--- src/rtl/data_mem_arbiter.sv ---
// data_mem_arbiter
// Shares the single-ported 256x8 data_mem between the processor core (port 0)
// and a loader/debug master (port 1). At most one port is granted per cycle.
// Port 0 has fixed priority. A starvation counter forces a port 1 grant after
// MAX_WAIT contended cycles.
//
// Ports:
//   CLK, reset              clock, synchronous active-high reset
//   req/we/addr/wdata 0,1   request, write flag, address, write data per port
//   gnt0/gnt1               combinational grant (the access executes this cycle)
//   rdata0/1, rvalid0/1     registered read data and its one-cycle valid pulse
//   mem_addr/read/write/din drive to data_mem; mem_dout is read data from it
//   conflict_cnt            saturating count of cycles with both ports requesting
module data_mem_arbiter #(
  parameter int AW       = 8,
  parameter int DW       = 8,
  parameter int MAX_WAIT = 4
) (
  input  logic          CLK,
  input  logic          reset,
  input  logic          req0,
  input  logic          req1,
  input  logic          we0,
  input  logic          we1,
  input  logic [AW-1:0] addr0,
  input  logic [AW-1:0] addr1,
  input  logic [DW-1:0] wdata0,
  input  logic [DW-1:0] wdata1,
  output logic          gnt0,
  output logic          gnt1,
  output logic [DW-1:0] rdata0,
  output logic [DW-1:0] rdata1,
  output logic          rvalid0,
  output logic          rvalid1,
  output logic [AW-1:0] mem_addr,
  output logic          mem_read,
  output logic          mem_write,
  output logic [DW-1:0] mem_din,
  input  logic [DW-1:0] mem_dout,
  output logic [15:0]   conflict_cnt
);

  localparam int WW = (MAX_WAIT < 1) ? 1 : $clog2(MAX_WAIT + 1);
  localparam logic [WW-1:0] MaxWaitL = WW'(MAX_WAIT);

  logic [WW-1:0] wait1_q, wait1_d;
  logic [DW-1:0] rdata0_q, rdata0_d;
  logic [DW-1:0] rdata1_q, rdata1_d;
  logic          rvalid0_q, rvalid0_d;
  logic          rvalid1_q, rvalid1_d;
  logic [15:0]   conflict_q, conflict_d;
  logic          starved;

  // Port 1 wins a contended cycle only once it has lost MAX_WAIT of them.
  always_comb begin
    starved = (wait1_q == MaxWaitL);
    gnt0    = 1'b0;
    gnt1    = 1'b0;
    if (!reset) begin
      gnt0 = req0 & ~(req1 & starved);
      gnt1 = req1 & (~req0 | starved);
    end
  end

  // Memory lines follow the winner; with no grant everything is driven to 0
  // so the memory tristates its output.
  always_comb begin
    mem_addr  = '0;
    mem_din   = '0;
    mem_read  = 1'b0;
    mem_write = 1'b0;
    if (gnt0) begin
      mem_addr  = addr0;
      mem_din   = wdata0;
      mem_write = we0;
      mem_read  = ~we0;
    end else if (gnt1) begin
      mem_addr  = addr1;
      mem_din   = wdata1;
      mem_write = we1;
      mem_read  = ~we1;
    end
  end

  // Next-state: starvation counter, read-data capture and conflict counter.
  // rdata is only loaded on a read grant, when the memory is actively driving.
  always_comb begin
    wait1_d = wait1_q;
    if (!req1 || gnt1) begin
      wait1_d = '0;
    end else if (!starved) begin
      wait1_d = wait1_q + WW'(1);
    end

    rvalid0_d = gnt0 & ~we0;
    rvalid1_d = gnt1 & ~we1;
    rdata0_d  = rvalid0_d ? mem_dout : rdata0_q;
    rdata1_d  = rvalid1_d ? mem_dout : rdata1_q;

    conflict_d = conflict_q;
    if (req0 && req1 && (conflict_q != 16'hFFFF)) begin
      conflict_d = conflict_q + 16'd1;
    end
  end

  always_ff @(posedge CLK) begin
    if (reset) begin
      wait1_q    <= '0;
      rdata0_q   <= '0;
      rdata1_q   <= '0;
      rvalid0_q  <= 1'b0;
      rvalid1_q  <= 1'b0;
      conflict_q <= '0;
    end else begin
      wait1_q    <= wait1_d;
      rdata0_q   <= rdata0_d;
      rdata1_q   <= rdata1_d;
      rvalid0_q  <= rvalid0_d;
      rvalid1_q  <= rvalid1_d;
      conflict_q <= conflict_d;
    end
  end

  assign rdata0       = rdata0_q;
  assign rdata1       = rdata1_q;
  assign rvalid0      = rvalid0_q;
  assign rvalid1      = rvalid1_q;
  assign conflict_cnt = conflict_q;

endmodule

--- config.mk ---
export PLATFORM = sky130hd
export DESIGN_NAME = data_mem_arbiter
export DESIGN_NICKNAME = d
export VERILOG_FILES = /design/src/rtl/data_mem_arbiter.sv
export SDC_FILE = /design/constraint.sdc
export NUM_CORES = 1
export LEC_CHECK = 0
export CORE_MARGIN = 2
export CORE_UTILIZATION = 35
export CTS_CLUSTER_DIAMETER = 80
export DETAILED_ROUTE_END_ITERATION = 8
export HOLD_SLACK_MARGIN = 0.12
export PLACE_DENSITY_LB_ADDON = 0.1
export RECOVER_POWER = 50
export SYNTH_ARGS = -nofsm -noshare
export SYNTH_HDL_FRONTEND = slang
export SYNTH_SLANG_ARGS = --single-unit
--- constraint.sdc ---
create_clock -name CLK -period 3.1 [get_ports CLK]
set_input_delay 0.62 -clock CLK [delete_from_list [all_inputs] [get_ports CLK]]
set_output_delay 0.62 -clock CLK [all_outputs]
set_load 0.03 [all_outputs]
# Word-level counts from Yosys, hierarchy flattened
# Cells that the tools add are included.
# word_totals
word_cells	35
reg_bits	37
out_inout_bits	54
input_bits	46
# op_classes
bitwise_logic	10
add_sub_neg	2
eq_ne	2
n_mux	10
n_reduce_logical	5
# ops
cell	count
$mux 8	4
$add 16x1->16 const B	1
$ne 16x16->1 const B	1
$mux 1	6
$and 1x1->1	5
$not 1->1	4
$add 3x1->3 const B	1
$eq 3x3->1 const B	1
$logic_and 1x1->1	2
$reduce_or 2->1	1
$logic_not 1->1	1
$logic_or 1x1->1	1
$or 1x1->1	1

# Longest topological paths before layout
# logic_depth
word_depth	6
ltp_mapped	7
mapped_depth_nobuf	6

# Least setup slack after synthesis
# No wires, ideal clock.
# synth_timing
path_type	input port to output port
from	input reset
to	output mem_addr[0]
stages	5
path_buffers	2
path_slack_ns	0.366
t_arrival_ns	2.114
t_required_ns	2.480
path_cell_list	clkbuf_1 nand2b_1 a21oi_2 clkbuf_1 a22o_1
# synth_via
elab_chain_len	3
word_cells_on_any_way	4
classes_between	mux (4)
# synth_rtl
item	line_no	source
start, declared	20	input logic reset,
$mux 1	59	if (!reset) begin
named net gnt1	30	output logic gnt1,
$mux 8	77	end else if (gnt1) begin
$mux 8	72	if (gnt0) begin
end, declared	35	output logic [AW-1:0] mem_addr,
# The timed path passes the listed nets, and every way through them passes these cells.

# Worst setup path after layout
# layout_timing
from	input req1
to	output mem_addr[3]
# layout_via
elab_chain_len	5
word_cells_on_any_way	8
classes_between	mux (4); bitwise (4)
# layout_rtl
item	line_no	source
start, declared	22	input logic req1,
$and 1x1->1	60	gnt0 = req0 & ~(req1 & starved);
$not 1->1	60	
$and 1x1->1	60	
$mux 1	59	
$mux 8 *	72	
# Every way passes the cells marked *; elsewhere a longest branch is shown, timed or not.

==> impl_metrics.csv <==
group,metric,value,unit
run_status,run_status,"completed",
clock_tree,clk_pin_slew_worst_paths,0.07,ns
detailed_routing,drt-total-wl,5160,um
layout,area_growth_syn_to_layout,59.6,%
synthesis,yosys.cell_types.count,38,
global_route,first_global_vias,1738,
place,buffer_ports.inserted,99,
synthesis,async_flop_share,0,%
floorplan,die_h,76.2,um
synthesis,yosysTopAreaCell,"dfxtp_1",
layout,post-route-cell-area,0.00291,mm^2
clock_tree,cts_num_sinks,37,
floorplan,floorplan.die.width,76.2,um
sta,timing.clock.skew,0.00654,ns
detailed_routing,drt_iter0_markers,59,
critical_path,crit_path_top_delay_cell,"clkdlybuf4s50_1",
place,place.detailed.hpwl,3900,um
layout,diodes,0,
synthesis,synth_seq_cells,37,
place,gpl.final_weighted_congestion,0.749,
synthesis,synth.net_count,246,
synthesis,synth_enable_flop_cells,0,
sta,final-max-slew-violation-count,0,
global_route,global_route.overflow_total,0,
layout,stdcell_count,368,
synthesis,synthTopCellsByArea,"dfxtp_1, mux2i_1, a22o_1",
global_route,pin_count_of_the_biggest_net_entering_global_routing,26,
place,total_placed_instance_area,0.00285,mm^2
sta,worst_hold_slack,0.492,ns
sta,grt_setup_unrepaired,"false",
clock_tree,clock_tree.root_cell,"clkbuf_8",
synthesis,synth.yosys.warnings,0,
critical_path,worstPathArrival,2.11,ns
detailed_routing,vias_per_cell,5.02,
synthesis,synth_top_cell_area_share,40.6,%
sta,period_needed,2.73,ns
clock_tree,post_cts_resized,0,
sta,final-hold-violation-count,0,
power_and_ir_drop,leakage,1.17,nW
critical_path,crit_family,"buffers and inverters",
floorplan,floorplan.rows,26,
detailed_routing,route.antenna.remaining_nets,0,
clock_tree,clock_insertion_delay_worst_skew,0.29,ns
synthesis,syn-instance-count,197,
clock_tree,clock_path_buffers,2,
layout,fillers,490,
place,numPlacedInstances,360,
clock_tree,cts_hold_buffers,0,
critical_path,cp_data_required_time,2.48,ns
sta,final.setup.tns,0,ns
detailed_routing,detailroute.via_count,1846,
global_route,grt_first_pass_wirelength,8630,um
sta,max_clock_freq,0.366,GHz
clock_tree,cts_setup_buffers,0,
critical_path,max_stage_delay,0.58,ns
sta,max-slew-margin-rel,56.8,%
layout,drive_gt1_share,14.1,%
critical_path,crit_chain,"clkdlybuf4s50_1 -> and3_1 -> nor3_2 -> buf_4 -> a22o_1 -> buf_4",
sta,worst_slew_pin_slew,0.647,ns
synthesis,synth_sequential_area_ratio,40.6,%
clock_tree,clock_tree_from_tritoncts,"built",
detailed_routing,average_wire_per_cell_in_the_routed_design,14.0,um
synthesis,synth.avg_cell_area,9.25,um^2
sta,final.period_utilization,88.1,%
flow_run,max_cap_viol_count,0,
global_route,grt_antenna_before_repair,0,
global_route,gr-usage-all-layers,18.0,%
critical_path,crit_top_cell,"buf_4",
synthesis,syn-cell-area,0.00182,mm^2
layout,nNetsFinal,346,
floorplan,full_die_area,0.00580,mm^2
sta,final-setup-viol-count,0,
power_and_ir_drop,power_density,356,mW/mm^2
detailed_routing,drt_drc_violations_left,0,
critical_path,path_buf_inv,3,
clock_tree,h-tree-depth,2,
critical_path,crit_path_max_fanout,18,
clock_tree,cts_buffers,5,
critical_path,start_kind,"input pin",
critical_path,crit_path_end_kind,"primary output",
power_and_ir_drop,peakVddDrop,303,uV
floorplan,design.core.area,0.00507,mm^2
detailed_routing,dr.pass1.iters,5,
floorplan,initial_core_util,35.9,%
synthesis,synth_ff_type,"dfxtp_1",
worst_hold_path,worstHoldPathType,"flop to flop",
floorplan,i_o_pin_count,100,
critical_path,worstSetupPathType,"input pin to primary output",
[cells in the mapped netlist, drive strengths merged, types with 4 or more instances]
cell    count
and4        4
dfxtp      37
mux2        4
nor3        7
or4         4
mux2i      18
inv         5
a22o       17
nand2b      4
nor2b       4
nor2       26
nand4       6
a211oi      4
and3        4
buf         7
a21oi       9
clkbuf      6
nand2       8
[routing by layer]
metal	vias to the layer above	global-route usage, %	wire (um)
met4	0	5.45	63
met3	7	4.86	287
met1	851	22.7	2350
met5	-	0	0
li1	928	-	-
met2	60	30.2	2450
[logic make-up (layout without fill, tap and decap cells)]
family,Yosys count,after routing,share of synthesized area (%)
simple gates,75,75,23.5
compound gates,41,41,16.5
flops,37,37,40.6
mux,22,22,12.4
buf+inv,18,119,4.46
fa+ha+maj,3,3,2.06
xor+xnor,1,1,0.481
[layout by cell type, fill, tap and decap left out, types with 2 or more instances in the layout]
master           count
nand2b_1             4
and4_1               3
clkinv_4             2
nor2_1              26
nor3_1               5
clkdlybuf4s50_1     56
nand4_1              6
and3_1               4
inv_1                5
nor2b_1              4
clkbuf_8             5
ha_1                 3
a31oi_1              3
o21ai_0              3
or4_1                4
mux2_2               4
buf_4               24
a211oi_1             4
dfxtp_1             37
nand2_1              8
nand3_1              3
dlygate4sd3_1       23
mux2i_1             18
clkbuf_1             3
a22o_1              17
o31ai_1              3
a21oi_1              8
[power by group]
group / switching [mW] / internal, mW / total, mW
logic: 0.100 / 0.106 / 0.206
clock network: 0.181 / 0.159 / 0.341
registers: 0.00454 / 0.484 / 0.488
total: 0.286 / 0.749 / 1.04
[stage by stage]
step / util, % / setup WS (ns) / total power [mW]
final: 57.3 / 0.370 / 1.04
after floorplan: - / 0.366 / 0.599
after detailed placement: 56.2 / 0.365 / 0.712
after global placement: 56.2 / 0.402 / 0.710
after global routing: 57.3 / 0.294 / 1.08
after CTS: 58.0 / 0.368 / 1.05
[worst paths after layout]
kind | to | depth (start not counted) | slack, ns | start
worst max-delay path | mem_addr[3] | 6 | 0.37 | req1
worst min-delay path | rdata1[0]$_SDFFE_PP0P_ | 2 | 0.49 | rdata1[0]$_SDFFE_PP0P_
worst max register to register | rdata0[0]$_SDFFE_PP0P_ | 7 | 1.14 | wait1_q[0]$_SDFFE_PP0P_
worst min register to register | rdata1[0]$_SDFFE_PP0P_ | 2 | 0.49 | rdata1[0]$_SDFFE_PP0P_
[final cells by class]
class / count / area, um^2 / area share (%)
multi-input cells: 142 / 990 / 34.0
flip-flops and latches: 37 / 741 / 25.5
well taps: 70 / 87.6 / 3.01
inverters: 5 / 18.8 / 0.645
clock buffers: 5 / 68.8 / 2.36
clock inverters: 3 / 22.5 / 0.774
repair buffers: 106 / 982 / 33.7
[worst reg2reg max path, stage by stage, from the launching register on]
cell and delay, ns:
dfxtp_1 0.33, inv_1 0.06, ha_1 0.22, and3_1 0.21, nor4_2 0.18, clkbuf_1 0.54
mux2i_1 0.26, nor2_1 0.05
[sequential cells by signal, summed over array words and instances, names as in the netlist]
name	cells
conflict_cnt	16
rdata0	8
rvalid0	1
rvalid1	1
wait1_q	3
rdata1	8
(Power assumes the default switching activity.)
